File: config.mk
export PLATFORM = sky130hd
export DESIGN_NAME = alu_arbiter
export DESIGN_NICKNAME = d
export VERILOG_FILES = /design/src/rtl/alu_arbiter.sv
export SDC_FILE = /design/constraint.sdc
export NUM_CORES = 1
export LEC_CHECK = 0
export ABC_CLOCK_PERIOD_IN_PS = 1800
export CAP_MARGIN = 5
export CORE_ASPECT_RATIO = 0.5
export CORE_UTILIZATION = 35
export CTS_CLUSTER_SIZE = 30
export DETAILED_ROUTE_END_ITERATION = 16
export GPL_ROUTABILITY_DRIVEN = 1
export PLACE_DENSITY = 0.78
export SYNTH_ARGS = -nofsm -noshare
export SYNTH_HDL_FRONTEND = slang
export SYNTH_SLANG_ARGS = --single-unit
File: constraint.sdc
create_clock -name clk -period 1.8 [get_ports clk]
set_input_delay 0.54 -clock clk [delete_from_list [all_inputs] [get_ports clk]]
set_output_delay 0.54 -clock clk [all_outputs]
set_load 0.02 [all_outputs]
File: src/rtl/alu_arbiter.sv
// Round-robin arbiter sharing one registered ALU between two requesters.
// Define ALU_ARB_STATS_EN to add the op_cnt / stall_cnt statistics ports.
module alu_arbiter #(
   parameter int ALU_LAT = 1,
   parameter int DW      = 8,
   parameter int OPW     = 3
) (
   input  logic           clk,
   input  logic           rst_n,
   input  logic           req0_valid,
   output logic           req0_ready,
   input  logic [DW-1:0]  req0_a,
   input  logic [DW-1:0]  req0_b,
   input  logic [OPW-1:0] req0_op,
   input  logic           req1_valid,
   output logic           req1_ready,
   input  logic [DW-1:0]  req1_a,
   input  logic [DW-1:0]  req1_b,
   input  logic [OPW-1:0] req1_op,
   output logic           resp_valid,
   input  logic           resp_ready,
   output logic           resp_id,
   output logic [DW-1:0]  resp_res,
   output logic [2:0]     resp_flags,
   output logic [DW-1:0]  alu_a,
   output logic [DW-1:0]  alu_b,
   output logic [OPW-1:0] alu_op,
   output logic           alu_en,
   input  logic [DW-1:0]  alu_res,
   input  logic           alu_c_out,
   input  logic           alu_zero,
   input  logic           alu_ovf,
   output logic           busy
`ifdef ALU_ARB_STATS_EN
   ,
   output logic [15:0]    op_cnt,
   output logic [15:0]    stall_cnt
`endif
);

   localparam int CW = 4;

   typedef enum logic [1:0] {IDLE, ISSUE, WAIT, RESP} state_t;

   typedef struct packed {
      logic [DW-1:0]  a;
      logic [DW-1:0]  b;
      logic [OPW-1:0] op;
   } req_t;

   state_t        state;
   logic          last_grant;
   logic [CW-1:0] cnt;
   logic          iss_id;
   req_t          iss;
   req_t          gnt_req;
   logic          gnt_vld;
   logic          gnt_id;

   // Contention goes to whichever requester was not served last.
   assign gnt_vld    = req0_valid | req1_valid;
   assign gnt_id     = (req0_valid && req1_valid) ? ~last_grant : req1_valid;
   assign gnt_req    = gnt_id ? {req1_a, req1_b, req1_op} : {req0_a, req0_b, req0_op};
   assign req0_ready = (state == IDLE) && gnt_vld && !gnt_id;
   assign req1_ready = (state == IDLE) && gnt_vld && gnt_id;
   assign busy       = (state != IDLE);

   assign alu_a  = iss.a;
   assign alu_b  = iss.b;
   assign alu_op = iss.op;

   always_ff @(posedge clk) begin
      if (!rst_n) begin
         state      <= IDLE;
         last_grant <= 1'b1;
         cnt        <= '0;
         iss_id     <= 1'b0;
         iss        <= '0;
         alu_en     <= 1'b0;
         resp_valid <= 1'b0;
         resp_id    <= 1'b0;
         resp_res   <= '0;
         resp_flags <= '0;
      end else begin
         alu_en <= 1'b0;
         case (state)
            IDLE: if (gnt_vld) begin
               iss    <= gnt_req;
               iss_id <= gnt_id;
               alu_en <= 1'b1;
               state  <= ISSUE;
            end
            ISSUE: begin
               cnt   <= CW'(ALU_LAT - 1);
               state <= WAIT;
            end
            // The ALU result is only trusted on the final wait cycle.
            WAIT: if (cnt == '0) begin
               resp_res   <= alu_res;
               resp_flags <= {alu_c_out, alu_zero, alu_ovf};
               resp_id    <= iss_id;
               resp_valid <= 1'b1;
               state      <= RESP;
            end else begin
               cnt <= cnt - 1'b1;
            end
            RESP: if (resp_ready) begin
               resp_valid <= 1'b0;
               last_grant <= resp_id;
               state      <= IDLE;
            end
            default: state <= IDLE;
         endcase
      end
   end

`ifdef ALU_ARB_STATS_EN
   always_ff @(posedge clk) begin
      if (!rst_n) begin
         op_cnt    <= '0;
         stall_cnt <= '0;
      end else begin
         if (state == RESP && resp_ready && op_cnt != 16'hFFFF)
            op_cnt <= op_cnt + 16'd1;
         if ((req0_valid || req1_valid) && state != IDLE && stall_cnt != 16'hFFFF)
            stall_cnt <= stall_cnt + 16'd1;
      end
   end
`endif

endmodule
# After elaboration in Yosys (flattened, before gate mapping)
# Index checks and enable logic that the tools add are counted.
[totals]
ff_bits = 41
wordCells = 51
[op_classes]
add_sub_neg = 1
eq_ne = 7
muxes = 12
bitwise = 2
n_reduce_logical = 17
[op_table]
columns = ["op", "count"]
rows = [
  ["19-bit two-way mux", 1],
  ["2-bit AND reduction", 5],
  ["2-bit != test, second input constant", 4],
  ["2-bit case mux with 4 select lines", 1],
  ["4-bit case mux with 2 select lines", 1],
  ["2-bit two-way mux", 3],
  ["3-bit AND reduction", 2],
  ["2-bit nonzero test", 3],
  ["2-bit equality test, second input constant", 2],
  ["1-bit logical AND", 4],
  ["4-bit logical NOT", 1],
  ["1-bit two-way mux", 4],
  ["4-bit two-way mux", 1],
  ["4-bit by 1-bit subtractor with 4-bit output, second input constant", 1],
  ["2-bit by 1-bit equality test with 1-bit output, second input constant", 1],
  ["2-bit logical NOT", 1],
  ["1-bit case mux with 2 select lines", 1],
  ["1-bit logical NOT", 1],
  ["1-bit NOT", 1],
  ["1-bit OR", 1],
]

# Depth between registers and ports, before layout
# Gate-level depths: netlist of run 1.
[logic_depth]
word_depth = 4
mapped_depth = 7
ltp_nobuf = 5

# Worst setup path before layout of run 1
# Ideal clock, no wire load.
[synth_timing]
kind = "input-to-output"
startpoint = "input req1_valid"
endpoint = "output req1_ready"
arrival_time_ps = 1349
required_time_ps = 1260
path_slack_ps = -89
stages = 3
cell_sequence = "a21boi_0 clkbuf_1 and2_1"
[synth_between]
elab_chain_len = 3
word_cells_on_any_way = 5
classes_between = "1 x mux; 1 x bitwise; 3 x reduce/logical"
[synth_rtl]
columns = ["element", "line_no", "rtl"]
rows = [
  ["from (decl)", "15", "input logic req1_valid,"],
  ["1-bit OR / 1-bit logical AND (equally long branches)", "61, 62", ""],
  ["1-bit logical AND / 1-bit two-way mux (equally long branches)", "65, 62", ""],
  ["1-bit logical AND *", "65", "assign req1_ready = (state == IDLE) && gnt_vld && gnt_id;"],
  ["to (decl)", "16", "output logic req1_ready,"],
]
# Every way passes the cells marked *; elsewhere a longest branch is shown, timed or not.

# Worst setup path after layout of run 1
[layout_timing]
startpoint = "input req1_valid"
endpoint = "output req0_ready"
[layout_between]
elab_chain_len = 4
word_cells_on_any_way = 6
classes_between = "1 x mux; 1 x bitwise; 4 x reduce/logical"
[layout_rtl]
columns = ["element", "line_no", "rtl"]
rows = [
  ["1-bit logical AND", "62", "assign gnt_id = (req0_valid && req1_valid) ? ~last_grant : req1_valid;"],
  ["1-bit two-way mux", "62", ""],
  ["1-bit logical NOT", "64", "assign req0_ready = (state == IDLE) && gnt_vld && !gnt_id;"],
  ["1-bit logical AND *", "64", ""],
  ["to (decl)", "11", "output logic req0_ready,"],
]
# Marked as above.

==> results of run 1 <==
## layer usage
layer | track usage, % | vias to the layer above | share of wire (%)
li1 | - | 907 | -
met1 | 21.3 | 897 | 44
met2 | 37.8 | 50 | 51
met3 | 4.70 | 4 | 4.3
met4 | 6.43 | 0 | 0.78
met5 | 0 | - | 0
## per-stage QoR
stage,worst slack [ps],util [%],total power [mW],instance area (sq um)
2_1_floorplan,28.2,-,2.11,1750
3_3_place_gp,-724,61.8,2.94,2840
3_5_place_dp,-733,61.8,2.99,2840
4_1_cts,0.793,64.1,3.60,2950
5_1_grt,-1.40,65.8,3.77,3020
6_report,29.0,65.8,3.56,3020
## Yosys cell counts (all sizes together)
cell type / instances / area, sq um
a21oi: 17 / 85.1
o32ai: 2 / 17.5
a32oi: 19 / 166
a21boi: 1 / 7.51
and2: 1 / 6.26
buf: 3 / 12.5
dfxtp: 41 / 821
o2bb2ai: 19 / 166
nand2: 33 / 124
mux2i: 2 / 20.0
a222oi: 1 / 10.0
or3b: 1 / 11.3
nor3: 2 / 10.0
nand4b: 1 / 8.76
nand3: 2 / 10.0
o21ai: 3 / 15.0
and4bb: 1 / 12.5
nand2b: 1 / 6.26
nor2b: 1 / 6.26
inv: 6 / 22.5
nand3b: 2 / 15.0
nand4bb: 1 / 11.3
a22oi: 1 / 7.51
and3: 1 / 6.26
nor2: 4 / 15.0
clkbuf: 12 / 45.0
ha: 7 / 87.6
o21a: 1 / 7.51
clkinv: 1 / 3.75
or3: 1 / 6.26
## critical path, delay by kind of cell
kind / cells / cell delay (ps)
buf+inv: 3 / 450
simple gates: 2 / 240
## cell type report
type / count / area [sq um]
inverter: 7 / 26.3
tap: 66 / 82.6
clock inverter: 2 / 10.0
clock buffer: 6 / 72.6
multi-input combinational: 125 / 873
fill: 376 / 1570
sequential: 41 / 822
timing repair buffer: 112 / 1140
## report_power, final
group	switching [mW]	internal (mW)	leakage, nW	total, mW
Sequential	0.112	1.12	0.336	1.23
Combinational	0.905	0.844	1.17	1.75
Clock	0.312	0.269	0.0450	0.581
Total	1.33	2.23	1.55	3.56
## what timing repair did
item                                    4_1_cts  5_1_grt
endpoints found under the setup margin        8       29
pin swaps                                     2        3
setup buffers                                 1        0
resized for setup                            29       32
## path summary, 6_finish.rpt
| kind | endpoint | startpoint | cells after the start |
|---|---|---|---|
| worst min register to register | resp_res[5] | resp_res[5] | 2 |
| worst min-delay path | resp_res[5] | resp_res[5] | 2 |
| worst max-delay path | req0_ready | req1_valid | 5 |
| worst max register to register | state[0] | cnt[0] | 6 |
## sequential cells by signal, summed over array words and instances, names as in the netlist
signal and flops:
iss_id 1, alu_en 1, resp_flags 3, last_grant 1
alu_a 8, resp_valid 1, alu_op 3, cnt 4
alu_b 8, state 2, resp_res 8, resp_id 1
## cell families (layout without fill, tap and decap cells)
family          after synthesis  after routing  share of synthesized area [%]
fa+ha+maj                     7              7                           5.02
flops                        41             41                           47.1
buf+inv                      22            127                           4.81
simple gates                 52             52                           14.3
mux                           2              2                           1.15
compound gates               64             64                           27.7
==> summary.txt, run 1 <==
Status
  – Status: finished, final reports clean

Clocking
  – TritonCTS Sinks: 41
  – CTS clock-pin slew for the worst setup and hold paths: 70 ps
  – Root Driver: clkbuf_8
  – TritonCTS Buffers: 5
  – CTS max path bufs: 2
  – CTS tree: done
  – Hold Buf Count CTS: 0
  – CTS HTree Levels: 2
  – Clock Latency Late Sink: 290 ps

Pwr
  – Worst VDD drop: 0.000464 V
  – Power density cells: 1180 nW/um^2
  – Leak: 1.55 nW

Placement
  – Post-DP HPWL: 3720 microns
  – Inst Count DP: 350
  – Routability cong.: 0.845
  – Port Buf Inserts: 89

Synthesis
  – Number of synthesized register bits: 41
  – Post-synthesis cell area: ~1700 sq um
  – YS warnings: 0
  – Post-Syn Instances: 188
  – Mapped Nets: 249
  – Sequential share of the synthesized area: 47.1%
  – Post-synth cell types: 31
  – Synth Area per Inst: 9.28 sq um

Timing
  – Period Utilization, post-route: between 90% and 100%
  – Max Slew Vio Count: 0
  – Setup violations, final: 0
  – Min Tclk post-route: 1770 ps
  – Worst slew pin tran: 315 ps
  – Slew margin rel.: 79.0%
  – Setup TNS: 0 ps
  – Clock skew: about 3.8 ps
  – Fmax: 565 MHz
  – WHS: about 460 ps
  – Final hold vios: 0

Drt
  – ANT nets after route: 0
  – DRC Markers: 0
  – DRT Pass-1 Iters: 4
  – Via count: 1858
  – Vias per cell: a little over 5
  – Total Wirelength: 5360 microns
  – Detailed router's first-iteration violation count: 63
  – Wire per inst: ~15 microns

Setup path
  – CP peak stage delay: 200 ps
  – Worst Setup End Kind: output pin
  – Worst-path cell chain: clkdlybuf4s15_1, buf_6, nand2b_4, and3_4, buf_6
  – Crit-path max FO: 2
  – CP max-delay cell: clkdlybuf4s15_1
  – Arrival time of the worst setup path: 1230 ps
  – Reg2reg setup slack: ~80 ps
  – Crit path required time: 1260 ps
  – WS Path Type: primary input to output pin
  – Crit path launch type: primary input
  – Most frequent CP cell: buf_6

GRT
  – Global route overflow: 0
  – Largest net degree at the start of global routing: 21
  – First-pass GRT wire length: 7980 microns
  – Vias in the first global route: 1816
  – GRT Overall Usage: 19.5%
  – Initial antenna violation count: 0

Floorplanning
  – Row cnt: 17
  – Core area: 4590 sq um
  – Initial core utilization: a little under two fifths
  – Die X: about 100 microns
  – Area of the die: 5290 sq um
  – Die height: 51.9 microns
  – I/O pin total: 90

Layout
  – # nets final: 353
  – Commonest non-fill, non-tap cell in the layout: clkdlybuf4s50_1
  – Share of cells above drive strength 1: 15.0%
  – Inserted Diodes: 0
  – Non-Filler Instances: ~360
  – Most frequent cells in the layout: 54 x clkdlybuf4s50_1, 40 x dfxtp_1, 33 x nand2_1
  – Area grow syn2layout: 73.4%

Run
  – Max Cap Viol: 0

Worst hold path
  – Worst hold path class: flip-flop to flip-flop
No activity file was read; power rests on OpenSTA's default activity.
==> inputs of run 2 (changes only) <==
--- a/config.mk
+++ b/config.mk
@@ -5,14 +5,14 @@
 export SDC_FILE = /design/constraint.sdc
 export NUM_CORES = 1
 export LEC_CHECK = 0
-export ABC_CLOCK_PERIOD_IN_PS = 1800
+export ABC_CLOCK_PERIOD_IN_PS = 1550
 export CAP_MARGIN = 5
 export CORE_ASPECT_RATIO = 0.5
 export CORE_UTILIZATION = 35
 export CTS_CLUSTER_SIZE = 30
 export DETAILED_ROUTE_END_ITERATION = 16
 export GPL_ROUTABILITY_DRIVEN = 1
-export PLACE_DENSITY = 0.78
+export PLACE_DENSITY = 0.75
 export SYNTH_ARGS = -nofsm -noshare
 export SYNTH_HDL_FRONTEND = slang
 export SYNTH_SLANG_ARGS = --single-unit
==> constraint.sdc (replaced) <==
create_clock -name clk -period 1.55 [get_ports clk]
set_input_delay 0.465 -clock clk [delete_from_list [all_inputs] [get_ports clk]]
set_output_delay 0.465 -clock clk [all_outputs]
set_load 0.02 [all_outputs]
==> summary.txt, run 2 (same netlist as run 1, synthesis figures left out) <==
Status
  – Status: finished, violations left
  – Failing checks: setup timing

Placement
  – Post-DP HPWL: 3930 microns
  – Area after DPL: 2930 sq um
  – Port Buf Inserts: 89
  – Routability cong.: 0.743

GRT
  – Largest net degree at the start of global routing: 21
  – Vias in the first global route: around 1800
  – Initial antenna violation count: 0
  – GRT Overall Usage: 21.8%
  – Global route overflow: 0
  – First-pass GRT wire length: 8680 microns

Floorplanning
  – Initial core utilization: 38.0%
  – Core area: between 4000 and 5000 sq um
  – I/O pin total: 90
  – Row cnt: 17
  – Area of the die: roughly 5300 sq um
  – Die height: 51.9 microns
  – Die X: 102 microns

Layout
  – Share of cells above drive strength 1: 23.8%
  – Final Cell Area: roughly 3200 sq um
  – Register area: 826 sq um
  – Fin util: 68.7%
  – # nets final: 372
  – Commonest non-fill, non-tap cell in the layout: clkdlybuf4s50_1
  – Inserted Diodes: 0
  – Fillers: 359
  – Multi-input gate area: 932 sq um
  – Area grow syn2layout: 81.1%
  – Most frequent cells in the layout: 51 x clkdlybuf4s50_1, 37 x dfxtp_1, 37 x buf_4

Worst hold path
  – Hold path cells: 2
  – Worst hold path class: flip-flop to flip-flop

Setup path
  – Crit path launch type: flip-flop
  – R2R depth: 6
  – Worst Setup End Kind: flip-flop
  – Arrival time of the worst setup path: 1900 ps
  – Crit path required time: between 1500 and 2000 ps
  – WS Path Type: flip-flop to flip-flop
  – Crit-path max FO: 2

Pwr
  – Power density cells: 1470 nW/um^2
  – Leak: 1.33 nW
  – Internal power: 2.93 mW
  – Worst VDD drop: 0.000687 V
  – Combinational power share: between 50% and 60%
  – Sw power: around 1.7 mW
  – Seq pwr share: 31.0%
  – Sw Share: 36.7%
  – Clk pwr share: 18.4%

Timing
  – PnR worst setup slack: -125 ps
  – Worst slew pin tran: 291 ps
  – RSZ-0062 raised after global routing: true
  – Clock skew: slightly below 5 ps
  – Setup violations, final: 5
  – Period Utilization, post-route: 108%
  – Final hold vios: 0
  – Max Slew Vio Count: 0
  – Fmax: 597 MHz
  – Min Tclk post-route: about 1700 ps
  – Slew margin rel.: between 80% and 90%

Clocking
  – TritonCTS Buffers: 5
  – CTS clock-pin slew for the worst setup and hold paths: 80 ps
  – CTS max path bufs: 2
  – TritonCTS Sinks: 41
  – Root Driver: clkbuf_8
  – CTS HTree Levels: 2
  – Hold Buf Count CTS: 0
  – Clock Latency Late Sink: slightly above 300 ps
  – CTS tree: done

Drt
  – Detailed router's first-iteration violation count: 40
  – DRC Markers: 0
  – Vias per cell: 5.21
  – Total Wirelength: between 5000 and 6000 microns
  – Wire per inst: 15.8 microns
  – Via count: 1965
  – DRT Pass-1 Iters: 6
  – ANT nets after route: 0

Run
  – Max Cap Viol: 0
[run 2: cell count changes in the layout (fill, tap and decap cells not counted), sizes merged]
cell           before  now
dlygate4sd2         4   33
dlymetal6s2s       26    0
buf                26   44
clkdlybuf4s50      54   51
and4bb              1    2
bufinv              0    1
clkbuf              6    5
clkinv              3    2
[run 2: path summary, 6_finish.rpt]
check | start | endpoint | slack (ps)
min | resp_res[3] | resp_res[3] | 460
max | cnt[0] | state[1] | -130
min reg2reg | resp_res[3] | resp_res[3] | 460
max reg2reg | cnt[0] | state[1] | -130
[run 2: power groups by stage]
stage | clock, mW | combinational (mW) | sequential, mW
finish | 0.850 | 2.35 | 1.44
global route | 0.925 | 2.49 | 1.46
CTS | 0.856 | 2.09 | 1.43
detailed placement | 0 | 2.12 | 1.44
global placement | 0 | 2.05 | 1.44
floorplan | 0 | 0.775 | 1.68
[run 2: worst max-delay path, cell delays in order, from the launching register on]
cell      delay, ps
dfxtp_2         330
inv_2            70
ha_4            140
or3b_4          380
a222oi_1        300
buf_4           190
mux2i_1         190
[run 2: repair_timing]
action,in CTS,in global routing
setup endpoints to repair,42,12
pin swaps,3,5
hold endpoints to repair,0,0
buffers inserted,5,5
resized for setup,62,14
cloned,0,2
[run 2: area by class of cell]
cell class	count	area share [%]
sequential	41	26.1
tap	66	2.61
clock buffer	5	2.18
inverter	7	0.832
clock inverter	2	1.11
multi-input combinational	126	29.5
timing repair buffer	130	37.6
[run 2: metal layers]
metal  GRT usage, %  vias up  part of all wire (%)
met5              0        -                     0
met4           8.33        0                   1.2
met3           5.11       10                   3.8
met2           40.9       53                    52
met1           24.3      952                    43
li1               -      950                     -
[run 2: through the flow]
stage	instances	total power [mW]	setup slack, ps	TNS [ps]	hold slack (ps)
2_1_floorplan	188	2.45	-106	-247	432
3_3_place_gp	358	3.49	-787	-7590	440
3_5_place_dp	358	3.57	-810	-8770	445
4_1_cts	370	4.38	-93.2	-287	457
5_1_grt	377	4.87	-177	-604	473
6_report	377	4.63	-125	-396	457
